File: src/rtl/mem_bus_arbiter.sv
// Round-robin arbiter sharing one memory bus port between the I-cache (r0)
// and the D-cache (r1). One transaction at a time, with a response watchdog.
//
// Ports: clock / reset (async, active-high)
//   rN_req_*  : requester N request in, rN_req_ready out (IDLE only)
//   rN_resp_* : registered one-cycle response pulse to the owning requester
//   m_req_*   : registered downstream request, m_resp_* downstream response
//   owner     : current/last grant owner, busy : FSM not in IDLE
module mem_bus_arbiter #(
  parameter int ADDR_W  = 64,
  parameter int DATA_W  = 64,
  parameter int TIMEOUT = 255
) (
  input  logic                clock,
  input  logic                reset,
  input  logic                r0_req_valid,
  input  logic [ADDR_W-1:0]   r0_req_addr,
  input  logic                r0_req_write,
  input  logic [DATA_W-1:0]   r0_req_wdata,
  input  logic [DATA_W/8-1:0] r0_req_wstrb,
  output logic                r0_req_ready,
  output logic                r0_resp_valid,
  output logic [DATA_W-1:0]   r0_resp_rdata,
  output logic                r0_resp_err,
  input  logic                r1_req_valid,
  input  logic [ADDR_W-1:0]   r1_req_addr,
  input  logic                r1_req_write,
  input  logic [DATA_W-1:0]   r1_req_wdata,
  input  logic [DATA_W/8-1:0] r1_req_wstrb,
  output logic                r1_req_ready,
  output logic                r1_resp_valid,
  output logic [DATA_W-1:0]   r1_resp_rdata,
  output logic                r1_resp_err,
  output logic                m_req_valid,
  input  logic                m_req_ready,
  output logic [ADDR_W-1:0]   m_req_addr,
  output logic                m_req_write,
  output logic [DATA_W-1:0]   m_req_wdata,
  output logic [DATA_W/8-1:0] m_req_wstrb,
  input  logic                m_resp_valid,
  input  logic [DATA_W-1:0]   m_resp_rdata,
  input  logic                m_resp_err,
  output logic                owner,
  output logic                busy
);

  localparam int STRB_W = DATA_W / 8;
  localparam int CNT_W  = (TIMEOUT > 1) ? $clog2(TIMEOUT) : 1;
  localparam bit WD_EN  = (TIMEOUT != 0);
  localparam logic [CNT_W-1:0] CNT_LAST =
    CNT_W'((TIMEOUT > 0) ? TIMEOUT - 1 : 0);

  typedef enum logic [1:0] {
    S_IDLE, S_REQ, S_RESP, S_DRAIN
  } state_e;

  state_e state_q, state_d;

  logic              last_q, last_d;
  logic              owner_q, owner_d;
  logic [ADDR_W-1:0] addr_q, addr_d;
  logic              write_q, write_d;
  logic [DATA_W-1:0] wdata_q, wdata_d;
  logic [STRB_W-1:0] wstrb_q, wstrb_d;
  logic [CNT_W-1:0]  cnt_q, cnt_d;

  logic [1:0]             rvalid_q, rvalid_d;
  logic [1:0]             rerr_q, rerr_d;
  logic [1:0][DATA_W-1:0] rdata_q, rdata_d;

  logic       any_req;
  logic       win;
  logic       accept;
  logic       to_hit;
  logic [1:0] grant;

  // Tie goes to whoever did not win last; a lone requester always wins.
  assign any_req = r0_req_valid | r1_req_valid;
  assign win     = (r0_req_valid & r1_req_valid) ? ~last_q : r1_req_valid;
  assign accept  = (state_q == S_IDLE) & any_req;
  assign to_hit  = WD_EN & (cnt_q == CNT_LAST);

  always_ff @(posedge clock or posedge reset) begin
    if (reset) state_q <= S_IDLE;
    else       state_q <= state_d;
  end

  always_comb begin
    state_d = state_q;
    unique case (state_q)
      S_IDLE:  if (any_req)      state_d = S_REQ;
      S_REQ:   if (m_req_ready)  state_d = S_RESP;
      S_RESP: begin
        if (m_resp_valid)        state_d = S_IDLE;
        else if (to_hit)         state_d = S_DRAIN;
      end
      S_DRAIN: if (m_resp_valid) state_d = S_IDLE;
      default:                   state_d = S_IDLE;
    endcase
  end

  always_comb begin
    grant        = 2'b00;
    grant[win]   = accept;
    r0_req_ready = grant[0];
    r1_req_ready = grant[1];
    m_req_valid  = (state_q == S_REQ);
    busy         = (state_q != S_IDLE);
  end

  // Datapath: holding registers, watchdog counter, response registers.
  always_comb begin
    last_d   = last_q;
    owner_d  = owner_q;
    addr_d   = addr_q;
    write_d  = write_q;
    wdata_d  = wdata_q;
    wstrb_d  = wstrb_q;
    cnt_d    = cnt_q;
    rvalid_d = '0;
    rerr_d   = '0;
    rdata_d  = '0;
    if (accept) begin
      last_d  = win;
      owner_d = win;
      addr_d  = win ? r1_req_addr  : r0_req_addr;
      write_d = win ? r1_req_write : r0_req_write;
      wdata_d = win ? r1_req_wdata : r0_req_wdata;
      wstrb_d = win ? r1_req_wstrb : r0_req_wstrb;
    end
    if (state_q == S_REQ && m_req_ready) begin
      cnt_d = '0;
    end else if (state_q == S_RESP && !m_resp_valid && cnt_q != '1) begin
      cnt_d = cnt_q + 1'b1;
    end
    if (state_q == S_RESP) begin
      if (m_resp_valid) begin
        rvalid_d[owner_q] = 1'b1;
        rerr_d[owner_q]   = m_resp_err;
        rdata_d[owner_q]  = m_resp_rdata;
      end else if (to_hit) begin
        rvalid_d[owner_q] = 1'b1;
        rerr_d[owner_q]   = 1'b1;
      end
    end
  end

  always_ff @(posedge clock or posedge reset) begin
    if (reset) begin
      last_q   <= 1'b1;
      owner_q  <= 1'b0;
      addr_q   <= '0;
      write_q  <= 1'b0;
      wdata_q  <= '0;
      wstrb_q  <= '0;
      cnt_q    <= '0;
      rvalid_q <= '0;
      rerr_q   <= '0;
      rdata_q  <= '0;
    end else begin
      last_q   <= last_d;
      owner_q  <= owner_d;
      addr_q   <= addr_d;
      write_q  <= write_d;
      wdata_q  <= wdata_d;
      wstrb_q  <= wstrb_d;
      cnt_q    <= cnt_d;
      rvalid_q <= rvalid_d;
      rerr_q   <= rerr_d;
      rdata_q  <= rdata_d;
    end
  end

  assign m_req_addr    = addr_q;
  assign m_req_write   = write_q;
  assign m_req_wdata   = wdata_q;
  assign m_req_wstrb   = wstrb_q;
  assign owner         = owner_q;
  assign r0_resp_valid = rvalid_q[0];
  assign r0_resp_err   = rerr_q[0];
  assign r0_resp_rdata = rdata_q[0];
  assign r1_resp_valid = rvalid_q[1];
  assign r1_resp_err   = rerr_q[1];
  assign r1_resp_rdata = rdata_q[1];

endmodule

File: config.mk
export PLATFORM = sky130hd
export DESIGN_NAME = mem_bus_arbiter
export DESIGN_NICKNAME = d
export VERILOG_FILES = /design/src/rtl/mem_bus_arbiter.sv
export SDC_FILE = /design/constraint.sdc
export NUM_CORES = 1
export LEC_CHECK = 0
export ABC_AREA = 0
export BUFFER_PORTS_ARGS = -buffer_cell sky130_fd_sc_hd__clkbuf_2
export CORE_AREA = 3 3 241 243
export DETAILED_ROUTE_END_ITERATION = 10
export DIE_AREA = 0 0 244 246
export REMOVE_ABC_BUFFERS = 1
export SYNTH_ARGS = -nofsm -noshare
export SYNTH_HDL_FRONTEND = slang
export SYNTH_SLANG_ARGS = --single-unit
File: constraint.sdc
create_clock -name clock -period 24.3 [get_ports clock]
set_input_delay 4.86 -clock clock [delete_from_list [all_inputs] [get_ports clock]]
set_output_delay 4.86 -clock clock [all_outputs]
set_load 0.05 [all_outputs]
==> summary by stage, run 1 <==
Status
The run finished with clean final reports.

Job
The count of max-cap constraint violations is 0.

Synth
For this run, asynchronously set or reset flops after synthesis account for 100%. During synthesis, Yosys emitted a total of 0 warnings. Counting flops with a built-in enable in the synthesized netlist gives 0.

The average cell area after synthesis is 12.9 sq um. The count of different cell masters after synthesis is 33. The netlist area before placement is 10400 sq um. In the post-synthesis netlist, the cell with the most instances is dfrtp_1. The post-synthesis sequential element count is 281. By count the netlist is led by 280 x dfrtp_1, 142 x inv_1, 137 x a222oi_1. The most used flip-flop cell after synthesis is dfrtp_1. The synthesized design spends more area on one cell type than any other, namely dfrtp_1. Synthesis handed over a netlist of 808 instances. By area the synthesized netlist is led by dfrtp_1 67%, a222oi_1 13%, and2_1 7.8%.

Sequential cells were found to cover 67.6% of the synthesized design area. After synthesis, the largest area contributor takes up 67.3% of total cell area.

Global routing
The number of antenna violations at the first check in global routing is 11. The maximum number of pins on one net before global-route repair is 124. The wire length of the first global-routing pass is 56500 um.

The overall overflow remaining after global route is 0. The via count of the first global-routing pass was 9246. The overall routing resource usage is 12.2%.

Timing
Setup repair after global routing left no endpoint under its margin. The post-route clock skew is 0.0115 ns. Based on the critical path, the design can be clocked at up to 92.7 MHz. The final setup violation count is 0. After layout, the minimum clock period comes to 10.79 ns. The final-report max-slew violation count is 0. The worst-case hold slack is 0.507 ns.

The worst pin sits at a relative slew slack of 30.2%. The part of the cycle the worst path needs is 44.4%. The final number of hold-violating endpoints is 0.

The aggregate negative setup slack is 0 ns. The pin slew with the least headroom to its limit is 1.05 ns.

Floorplan
From left edge to right edge, the die measures 244 um. The cell row count is 87. The initial utilization of the core area, before any placement, comes to 18.5%.

The placeable core region is 56200 sq um. The floorplan step defined a die boundary enclosing 60000 sq um. The vertical die dimension is 246 um. 619 I/O pins were placed.

Route
The via-per-instance ratio is 4.18. After detailed routing, the number of remaining DRC violations is 0. The final layout contains routed wiring with a total length of 39500 um. The detailed-router iteration count before antenna repair is 11. The detailed router placed 9144 vias in this run.

The count of nets left with antenna violations once routing finished came out at 0. The per-cell routed wire length is 18.1 um. The starting DRC count in detailed routing is 845.

Pwr
VDD sags by at most 68.8 uV. The power per unit of standard cell area is 136 nW/um^2. The leakage component of the power is 8.63 nW. The total power of the final layout is 2.08 mW.

Final layout
The net count of the finished layout is 1754. The share of final-layout standard cells stronger than drive strength 1 is 47.8%. The total of fill cells in the finished design is 5955. The multi-input combinational cells in the finished layout cover a total of 2570 sq um. Compared with the post-synthesis result, the final layout area differs by 46.6%. The register cell area after layout is 7030 sq um.

Clock tree
TritonCTS built the clock tree. At the later pin of the worst-skew pair, clock insertion delay measures 0.57 ns. The clock sink count is 281.

The clock-pin slew of the registers on the worst-case setup and hold paths is 0.06 ns. The post-CTS resize count is 0. After clock tree synthesis, the flow added hold-fix buffers numbering 0. No sink is reached through more buffers than the 3 on the longest clock path. Buffers inserted during clock tree synthesis total 30. The depth of the CTS H-tree is 1. The post-CTS repair timing setup buffer count is 0. The cell at the root of the clock tree is clkbuf_16.

Placed design
The quantity of I/O buffers inserted on ports is 618. The routability-driven placement congestion ratio is 0.852. The HPWL after detailed placement is 30500 um.

Setup path
The worst setup path is captured at an output pin. STA classifies the critical path startpoint as an input port. The biggest fanout along the worst timing path is 18. At the worst endpoint, the arrival time is 5.93 ns.

The critical path in this run is classified as input port to output pin. The required time of the critical path is 19.44 ns.

Hold path
The worst hold path belongs to the class flop to flop.
==> flip-flops by register name (all words and copies together), names as in the netlist <==
| register | count |
|---|---|
| r0_resp_rdata | 64 |
| rerr_q | 2 |
| m_req_write | 1 |
| state_q | 2 |
| owner | 1 |
| rvalid_q | 2 |
| r1_resp_rdata | 64 |
| m_req_wstrb | 8 |
| m_req_wdata | 64 |
| cnt_q | 8 |
| m_req_addr | 64 |
| last_q | 1 |
==> worst max-delay path: stages <==
cell and delay (ns):
clkbuf_2 0.12, nand2_1 0.08, and3_4 0.45, clkbuf_2 0.40
==> worst paths after layout <==
| check | slack [ns] | cells past startpoint | endpoint | from |
|---|---|---|---|---|
| max | 13.51 | 4 | r1_req_ready | r0_req_valid |
| min | 0.51 | 2 | m_req_write$_DFFE_PP0N_ | m_req_write$_DFFE_PP0N_ |
| max reg2reg | 21.36 | 6 | m_req_wdata[29]$_DFFE_PP0N_ | state_q[1]$_DFFE_PP0P_ |
| min reg2reg | 0.51 | 2 | m_req_write$_DFFE_PP0N_ | m_req_write$_DFFE_PP0N_ |
| max in group asynchronous | 17.83 | 4 | m_req_addr[50]$_DFFE_PP0N_ | reset |
| min in group asynchronous | 4.38 | 2 | r0_resp_rdata[39]$_DFF_PP0_ | reset |
==> per-stage QoR <==
stage	cell area [sq um]	worst slack, ns	instances	util (%)
finish	15300	13.51	2186	27.2
global route	15300	13.44	2184	27.2
CTS	15300	13.47	2182	27.2
detailed placement	14300	13.47	2131	25.4
global placement	14300	13.51	2131	25.4
floorplan	10100	11.69	748	-
==> layout by cell type, fill, tap and decap left out, types with 2 or more instances in the layout <==
cell and n:
a21o_1 3, a222oi_1 137, and2_1 129, and3_2 2, and3_4 2, buf_4 8
clkbuf_1 5, clkbuf_16 31, clkbuf_2 618, clkbuf_8 10, clkinv_2 3, dfrtp_1 280
diode_2 4, ha_1 2, inv_1 141, nand2_1 5, nand3_1 5, nand4_1 2
nor2_1 7, nor2b_1 2, nor3_1 2, o211ai_1 4, o21ai_0 4, o31ai_1 3
xnor2_1 3
==> metal layers <==
layer,global-route usage (%),routed length (um)
met2,20.6,18900
met1,13.9,14300
met3,5.64,5170
met5,0,27
met4,3.69,1060
==> report_power, final <==
group	switching (mW)	total, mW	leakage (nW)	internal (mW)
Combinational	0.705	0.945	4.45	0.240
Sequential	0.0793	0.679	3.69	0.600
Clock	0.181	0.452	0.486	0.271
Total	0.965	2.08	8.63	1.11
==> cell type report <==
| type | count | area share [%] |
|---|---|---|
| Sequential cell | 281 | 46.1 |
| Multi-Input combinational cell | 325 | 16.9 |
| Inverter | 142 | 3.54 |
| Clock inverter | 5 | 0.344 |
| Clock buffer | 46 | 6.11 |
| Tap cell | 756 | 6.20 |
| Timing Repair Buffer | 627 | 20.8 |
| Antenna cell | 4 | 0.0656 |
==> kinds of logic after synthesis <==
kind of cell,after synthesis,synth area share [%]
compound gates,156,14.4
simple gates,164,9.59
buf+inv,202,7.96
xor+xnor,3,0.252
flops,281,67.6
fa+ha+maj,2,0.240
Note: power is estimated with default switching activity, not from simulation.
==> run 2, diff against run 1 <==
--- a/config.mk
+++ b/config.mk
@@ -7,9 +7,9 @@
 export LEC_CHECK = 0
 export ABC_AREA = 0
 export BUFFER_PORTS_ARGS = -buffer_cell sky130_fd_sc_hd__clkbuf_2
-export CORE_AREA = 3 3 241 243
+export CORE_AREA = 3 3 237 239
 export DETAILED_ROUTE_END_ITERATION = 10
-export DIE_AREA = 0 0 244 246
+export DIE_AREA = 0 0 240 242
 export REMOVE_ABC_BUFFERS = 1
 export SYNTH_ARGS = -nofsm -noshare
 export SYNTH_HDL_FRONTEND = slang
==> constraint.sdc (replaced) <==
create_clock -name clock -period 11 [get_ports clock]
set_input_delay 2.2 -clock clock [delete_from_list [all_inputs] [get_ports clock]]
set_output_delay 2.2 -clock clock [all_outputs]
set_load 0.05 [all_outputs]
==> run 2 against run 1 <==
Effect of this change:
- the flow now finishes with violations (design-rule violations)
- clock power up 120%
- flip-flop and latch count is the same
- sequential power increased by 120%
- utilization up 0.93 points
- via count is 0.83% higher
- critical path depth stayed put
- die area is 3.2% lower
- combinational power increased by 120%
- sequential share of layout area grew 0.24 points
==> summary by stage, run 2 (synthesis gave the netlist of run 1 again) <==
Status
Outcome: finished with violations (was complete, no violations). The checks that failed: design-rule violations.

Route
The count of nets left with antenna violations after detail routing is 0 (unchanged). The number of DRC violations after detailed routing was 3 (was 0). The detailed-router iteration count before antenna repair is 11 (unchanged). The via-per-instance ratio is 4.32 (was 4.18). The starting DRC count in detailed routing was 1094 (was 845). The number of vias in the routed layout is 9220 (was 9144). The routed wire length is 41200 um (was 39500 um). The per-cell routed wire length came to 19.3 um (was 18.1 um).

Floorplan
The number of top-level pins is 619 (unchanged). The placeable core region is 54000 sq um (was 56200 sq um). The full die area was 58100 sq um (was 60000 sq um). The cell row count is 85 (was 87). The vertical die dimension came to 242 um (was 246 um). The starting density of the core is 19.3% (was 18.5%). The width of the die is 240 um (was 244 um).

Timing
The post-route clock skew came to 0.0109 ns (was 0.0115 ns). The final-report max-slew violation count was 0 (unchanged). The final number of hold-violating endpoints is 0 (unchanged). After layout, the worst path uses 48.1% of the clock period.

The final critical-path required period is 5.29 ns. Setup repair after global routing missed its margin: false (unchanged). The final setup violation count came to 0 (unchanged). The worst-case hold slack is 0.510 ns (was 0.507 ns). The highest clock rate is 189 MHz. The pin slew with the least headroom to its limit was 1.04 ns (was 1.05 ns). The aggregate negative setup slack is 0 ns (unchanged). The least setup slack across all paths after layout was 5.71 ns (was 13.51 ns). The relative slew slack is 30.8% (was 30.2%).

Pwr
The largest vdd supply drop was 145 uV (was 68.8 uV). The power per unit of standard cell area came to 304 nW/um^2 (was 136 nW/um^2). The leakage component of the power is 8.62 nW (was 8.63 nW).

Final layout
The area of combinational cells with multiple inputs is 2570 sq um (unchanged). The core occupancy in the finished layout is 28.1% (was 27.2%). The total of fill cells in the finished design was 5703 (was 5955). The post-synthesis to final-layout area growth is 45.8% (was 46.6%). The most frequent standard cell in the layout excluding fill and tap cells is clkbuf_2 (unchanged).

The register cell area after layout is 7030 sq um (unchanged). Most used cells in the layout excluding fill and tap cells: 618 x clkbuf_2, 280 x dfrtp_1, 141 x inv_1, 137 x a222oi_1, 129 x and2_1 (unchanged). The number of nets at the end of the flow is 1757 (was 1754).

The share of final-layout standard cells stronger than drive strength 1 is 47.3% (was 47.8%).

Clock tree
The depth of the CTS H-tree was 1 (unchanged). The clock sink count is 281 (unchanged). The clock insertion delay at the later pin of the skew report is 0.58 ns (was 0.57 ns). The cell at the root of the clock tree is clkbuf_16 (unchanged). The number of buffers added to fix hold violations after cts is 0 (unchanged). The number of clock buffers inserted by TritonCTS came to 31 (was 30).

The number of buffers between clock root and the deepest sink is 3 (unchanged). The clock-pin slew of the registers on the worst-case setup and hold paths was 0.06 ns (about the same). The CTS tree is yes (unchanged). The post-CTS resize count was 0 (unchanged). The post-CTS repair timing setup buffer count is 0 (unchanged).

Setup path
The element type at the critical path start was an input port (unchanged). The biggest fanout along the worst timing path came to 9 (was 18). The number of cells traversed by the worst register-to-register path came to 6 (unchanged). The category of the worst setup path capture point was an output pin (unchanged). The type of the worst setup path is input port to output pin (unchanged).

The start of the worst register-to-register path is state_q[1]$_DFFE_PP0P_ (unchanged). The arrival time at the worst endpoint is 3.09 ns (was 5.93 ns). The critical register-to-register path endpoint is m_req_wdata[41]$_DFFE_PP0N_ (was m_req_wdata[29]$_DFFE_PP0N_). The flop-to-flop setup slack is 8.10 ns (was 21.36 ns). The required time of the critical path is 8.80 ns (was 19.44 ns).

Hold path
The path type of the worst min-delay path is flop to flop (unchanged). The startpoint of the tightest hold check path is m_req_wdata[62]$_DFFE_PP0N_ (was m_req_write$_DFFE_PP0N_). The worst hold path cell count is 2 (unchanged). The endpoint of the worst hold path is m_req_wdata[62]$_DFFE_PP0N_ (was m_req_write$_DFFE_PP0N_).

Placed design
The worst setup slack before clock tree synthesis was 5.65 ns (was 13.47 ns). The routability-driven placement congestion ratio is 0.882 (was 0.852). The quantity of I/O buffers inserted on ports is 618 (unchanged). The final HPWL from detailed placement came to 32400 um (was 30500 um).

Global routing
The via count of the first global-routing pass is 9510 (was 9246). The maximum number of pins on one net before global-route repair is 122 (was 124). The number of antenna violations at the first check in global routing is 13 (was 11). The overall routing resource usage is 13.4% (was 12.2%). The overall overflow remaining after global route is 0 (unchanged). The wire length of the first global-routing pass came to 59400 um (was 56500 um).

Job
The count of max-cap constraint violations is 0 (unchanged).
## run 2: cell types whose count changed in the layout (fill, tap and decap cells not counted)
cell,delta
clkinv_4,+1
inv_16,+1
clkinv_2,-2
buf_4,+3
buf_12,-1
clkbuf_8,-7
clkbuf_1,+10
diode_2,+2
bufinv_16,+1
## run 2: metal layers
| metal | track usage (%) | wire length (um) | vias up |
|---|---|---|---|
| met5 | 0 | 20 | - |
| met4 | 4.26 | 1110 | 2 |
| met3 | 5.64 | 4830 | 58 |
| met2 | 23.0 | 20000 | 547 |
| met1 | 15.0 | 15200 | 4524 |
| li1 | - | - | 4089 |
## run 2: power by group
group          internal (mW)  switching (mW)
Combinational          0.530            1.58
Clock                  0.589           0.416
Sequential              1.32           0.170
## run 2: critical path, stage by stage
cell and delay (ns):
clkbuf_2 0.13, nand2b_1 0.08, and3_4 0.34, clkbuf_2 0.34
## run 2: cell type report
| type | count | area share [%] |
|---|---|---|
| clock inverter | 6 | 0.667 |
| multi-input combinational | 325 | 17.0 |
| tap | 696 | 5.74 |
| antenna | 6 | 0.0989 |
| clock buffer | 49 | 5.75 |
| inverter | 142 | 3.56 |
| sequential | 281 | 46.3 |
| timing repair buffer | 629 | 20.9 |
## run 2: how the worst max path moves through the flow
stage | from | end | slack [ns] | depth (start not counted)
finish | r1_req_valid | r0_req_ready | 5.71 | 4
global placement | r1_req_valid | r0_req_ready | 5.66 | 4
detailed placement | r1_req_valid | r0_req_ready | 5.65 | 4
CTS | r1_req_valid | r0_req_ready | 5.65 | 4
global route | r1_req_valid | r0_req_ready | 5.64 | 4
floorplan | reset | cnt_q[0]$_DFFE_PP0P_ | 1.05 | 1
## run 2: through the flow
step                      cell area (sq um)  power, mW  std cells
after global routing                  15200       4.86       2132
final                                 15200       4.61       2134
after detailed placement              14200       3.63       2073
after CTS                             15200       4.66       2128
after global placement                14200       3.60       2073
after floorplan                       10100       3.04        748
==> run 3, diff against run 2 <==
--- a/config.mk
+++ b/config.mk
@@ -5,7 +5,7 @@
 export SDC_FILE = /design/constraint.sdc
 export NUM_CORES = 1
 export LEC_CHECK = 0
-export ABC_AREA = 0
+export ABC_AREA = 1
 export BUFFER_PORTS_ARGS = -buffer_cell sky130_fd_sc_hd__clkbuf_2
 export CORE_AREA = 3 3 237 239
 export DETAILED_ROUTE_END_ITERATION = 10
==> constraint.sdc (replaced) <==
create_clock -name clock -period 4.95 [get_ports clock]
set_input_delay 0.99 -clock clock [delete_from_list [all_inputs] [get_ports clock]]
set_output_delay 0.99 -clock clock [all_outputs]
set_load 0.05 [all_outputs]
==> run 3 against run 2 <==
Effect of this change:
- flip-flop and latch count is the same
- clock-buffer cell count shrank 4
- non-clock buffer count shrank 2
- sequential share of layout area shrank 1.9 points
- sequential power grew 130%
- setup slack lost 3.8 ns
- critical path depth is the same
- clock skew grew 0.0038 ns
- the flow now finishes without violations
- worst hold slack lost 0.014 ns
- largest power group unchanged
- design area grew 4.3%
==> summary by stage, run 3 <==
Status
Outcome: complete, no violations (was finished with violations).

Pwr
The power per unit of standard cell area came to 686 nW/um^2 (was 304 nW/um^2). The share of total power in combinational logic is 47.1% (was 45.8%). The internal power is 5.43 mW (was 2.44 mW). The power dissipated by switching net loads came to 5.43 mW (was 2.17 mW).

The largest vdd supply drop is 329 uV (was 145 uV). The net switching fraction of the power is 50.0% (was 47.0%). The leakage component of the power was 8.74 nW (was 8.62 nW).

The clock power share is 21.6% (was 21.8%). The total power of the final layout is 10.9 mW (was 4.61 mW). The share of power burned in registers was 31.2% (was 32.4%).

Global routing
The maximum number of pins on one net before global-route repair was 140 (was 122). The wire length of the first global-routing pass is 69800 um (was 59400 um). The overall routing resource usage is 15.7% (was 13.4%).

The via count of the first global-routing pass is 11.2k (was 9510). The overall overflow remaining after global route is 0 (unchanged). The number of antenna violations at the first check in global routing is 22 (was 13).

Final layout
Most used cells in the layout excluding fill and tap cells: 618 x clkbuf_2, 454 x nand2_1, 280 x dfrtp_1, 149 x nand3_1, 128 x nor3_1 (was 618 x clkbuf_2, 280 x dfrtp_1, 141 x inv_1, 137 x a222oi_1, 129 x and2_1). The core occupancy in the finished layout is 29.3% (was 28.1%). The number of nets at the end of the flow is 2143 (was 1757). The most frequent standard cell in the layout excluding fill and tap cells is clkbuf_2 (unchanged). The post-synthesis to final-layout area growth is 43.6% (was 45.8%).

The share of final-layout standard cells stronger than drive strength 1 was 37.7% (was 47.3%).

Clock tree
The clock insertion delay at the later pin of the skew report is 0.59 ns (was 0.58 ns). The post-CTS resize count was 0 (unchanged). The cell at the root of the clock tree is clkbuf_16 (unchanged). The clock sink count is 281 (unchanged). The post-CTS repair timing setup buffer count is 0 (unchanged). The number of buffers between clock root and the deepest sink is 3 (unchanged). The CTS tree is yes (unchanged).

The number of buffers added to fix hold violations after cts is 0 (unchanged). The depth of the CTS H-tree is 1 (unchanged). The clock-pin slew of the registers on the worst-case setup and hold paths was 0.06 ns (about the same).

The number of clock buffers inserted by TritonCTS is 31 (unchanged).

Synth
The primary flip-flop cell chosen by synthesis mapping is dfrtp_1 (unchanged). The proportion of register bits with asynchronous set or reset after synthesis is 100% (unchanged). The count of yosys warnings during synthesis is 0 (unchanged).

The most repeated cell in the gate-level netlist after synthesis is nand2_1 (was dfrtp_1). The netlist area before placement is 11000 sq um (was 10400 sq um). The number of standard cells after synthesis is 1207 (was 808).

Top cells by area, synth: dfrtp_1 64%, nand2_1 16%, nand3_1 6.8% (was dfrtp_1 67%, a222oi_1 13%, and2_1 7.8%). The post-synthesis sequential element count was 281 (unchanged). The leading area contributor after synthesis is dfrtp_1 (unchanged). The average cell area after synthesis came to 9.13 sq um (was 12.9 sq um). The count of different cell masters after synthesis is 22 (was 33). The proportion of netlist area held by the largest area contributor is 63.5% (was 67.3%). Most instantiated cells after synthesis: 457 x nand2_1, 280 x dfrtp_1, 149 x nand3_1 (was 280 x dfrtp_1, 142 x inv_1, 137 x a222oi_1).

The number of synthesized flops with an enable pin is 0 (unchanged). The fraction of the yosys area taken by sequential cells came to 63.8% (was 67.6%).

Timing
The final number of hold-violating endpoints is 0 (unchanged). The final-report max-slew violation count was 0 (unchanged). The worst-case hold slack was 0.496 ns (was 0.510 ns). The pin slew with the least headroom to its limit was 0.965 ns (was 1.04 ns). The post-route clock skew is 0.0146 ns (was 0.0109 ns). The relative slew slack is 35.7% (was 30.8%). Setup repair after global routing missed its margin: false (unchanged).

The aggregate negative setup slack came to 0 ns (unchanged). The part of the cycle the worst path needs is 61.0%. The least setup slack across all paths after layout is 1.93 ns (was 5.71 ns). The highest clock rate is 331 MHz. The final critical-path required period is 3.02 ns. The final setup violation count is 0 (unchanged).

Floorplan
The number of top-level pins was 619 (unchanged). The starting density of the core came to 20.4% (was 19.3%). The full die area was 58100 sq um (unchanged). The placeable core region is 54000 sq um (unchanged). The width of the die came to 240 um (unchanged). The vertical die dimension is 242 um (unchanged). The cell row count is 85 (unchanged).

Route
The count of nets left with antenna violations after detail routing came to 0 (unchanged). The number of vias in the routed layout came to 10.9k (was 9220). The detailed-router iteration count before antenna repair was 5 (was 11).

The routed wire length came to 47600 um (was 41200 um). The per-cell routed wire length is 18.9 um (was 19.3 um). The starting DRC count in detailed routing is 335 (was 1094). The number of DRC violations after detailed routing was 0 (was 3). The via-per-instance ratio came to 4.31 (was 4.32).

Setup path
The arrival time at the worst endpoint is 2.03 ns (was 3.09 ns). The element type at the critical path start is a flop (was input port). Series of cell instances along the critical path: nor2_2 -> o21ai_4 -> a21oi_4 -> clkbuf_2 (was clkbuf_2 -> nand2b_1 -> and3_4 -> clkbuf_2). The category of the worst setup path capture point was an output pin (unchanged). The required time of the critical path is 3.96 ns (was 8.80 ns).

The biggest fanout along the worst timing path is 4 (was 9). The type of the worst setup path is flop to output pin (was input port to output pin). The cell with the largest stage delay on the worst path is dfrtp_1 (was and3_4). The worst stage delay on the critical path came to 0.45 ns (was 0.34 ns).

Placed design
The worst setup slack before clock tree synthesis is 2.08 ns (was 5.65 ns). The routability-driven placement congestion ratio is 0.873 (was 0.882). The final HPWL from detailed placement is 36500 um (was 32400 um).

The quantity of I/O buffers inserted on ports is 618 (unchanged).

Hold path
The path type of the worst min-delay path is flop to flop (unchanged).

Job
The count of max-cap constraint violations is 0 (unchanged).
run 3: cell types whose count changed after synthesis, sizes merged, moves of 55 or more:
cell    previous run  this run
nand3              5       149
and2             129         0
inv              142        87
a222oi           137         0
nor3               2       128
nand2              5       457
run 3: power by group through the flow:
stage | Clock (mW) | Combinational [mW] | Sequential, mW
3_3_place_gp | 0 | 5.09 | 3.40
2_1_floorplan | 0 | 1.48 | 5.60
5_1_grt | 2.50 | 5.49 | 3.46
3_5_place_dp | 0 | 5.15 | 3.42
6_report | 2.35 | 5.12 | 3.39
4_1_cts | 2.41 | 5.16 | 3.39
run 3: path summary, 6_finish.rpt:
check | start | endpoint | slack [ns] | cells after the start
max in group asynchronous | reset | m_req_addr[48]$_DFFE_PP0N_ | 3.44 | 3
worst max-delay path | state_q[1]$_DFFE_PP0P_ | r0_req_ready | 1.93 | 4
worst min-delay path | last_q$_DFFE_PP1N_ | last_q$_DFFE_PP1N_ | 0.50 | 2
worst min register to register | last_q$_DFFE_PP1N_ | last_q$_DFFE_PP1N_ | 0.50 | 2
worst max register to register | state_q[1]$_DFFE_PP0P_ | m_req_wdata[45]$_DFFE_PP0N_ | 2.84 | 6
min in group asynchronous | reset | m_req_wdata[52]$_DFFE_PP0N_ | 0.54 | 2
run 3: critical path: cells and delay by family (launching register included):
| family | cells | cell delay [ns] |
|---|---|---|
| and+or+nand+nor | 1 | 0.32 |
| buffers and inverters | 1 | 0.36 |
| AOI/OAI and AO/OA | 2 | 0.31 |
| DFF | 1 | 0.45 |
run 3: layout make-up:
cell class                      instances  area [sq um]
Inverter                               87           334
Multi-Input combinational cell        768          3320
Clock buffer                           45           908
Sequential cell                       281          7030
Fill cell                            5870         38200
Clock inverter                          9           119
Tap cell                              696           871
Timing Repair Buffer                  627          3220
Antenna cell                           11          27.5
run 3: per-stage QoR:
| stage | std cells | cell area, sq um |
|---|---|---|
| 2_1_floorplan | 1136 | 10700 |
| 3_3_place_gp | 2459 | 14800 |
| 3_5_place_dp | 2459 | 14800 |
| 4_1_cts | 2513 | 15800 |
| 5_1_grt | 2523 | 15800 |
| 6_report | 2524 | 15800 |
run 3: layer usage:
layer	vias up	share of wire (%)	GRT usage, %
met1	5268	38	18.0
li1	5013	-	-
met2	532	47	25.8
met4	4	3.9	6.70
met3	73	11	6.22
met5	-	0.048	0
run 3: kinds of logic after synthesis:
kind of cell	Yosys count	synth area share, %
buffers and inverters	158	6.37
XOR/XNOR	1	0.0795
AO/OA/AOI/OAI	11	0.590
flip-flops	281	63.8
adder cells (fa/ha/maj)	2	0.227
AND/OR/NAND/NOR	754	28.9
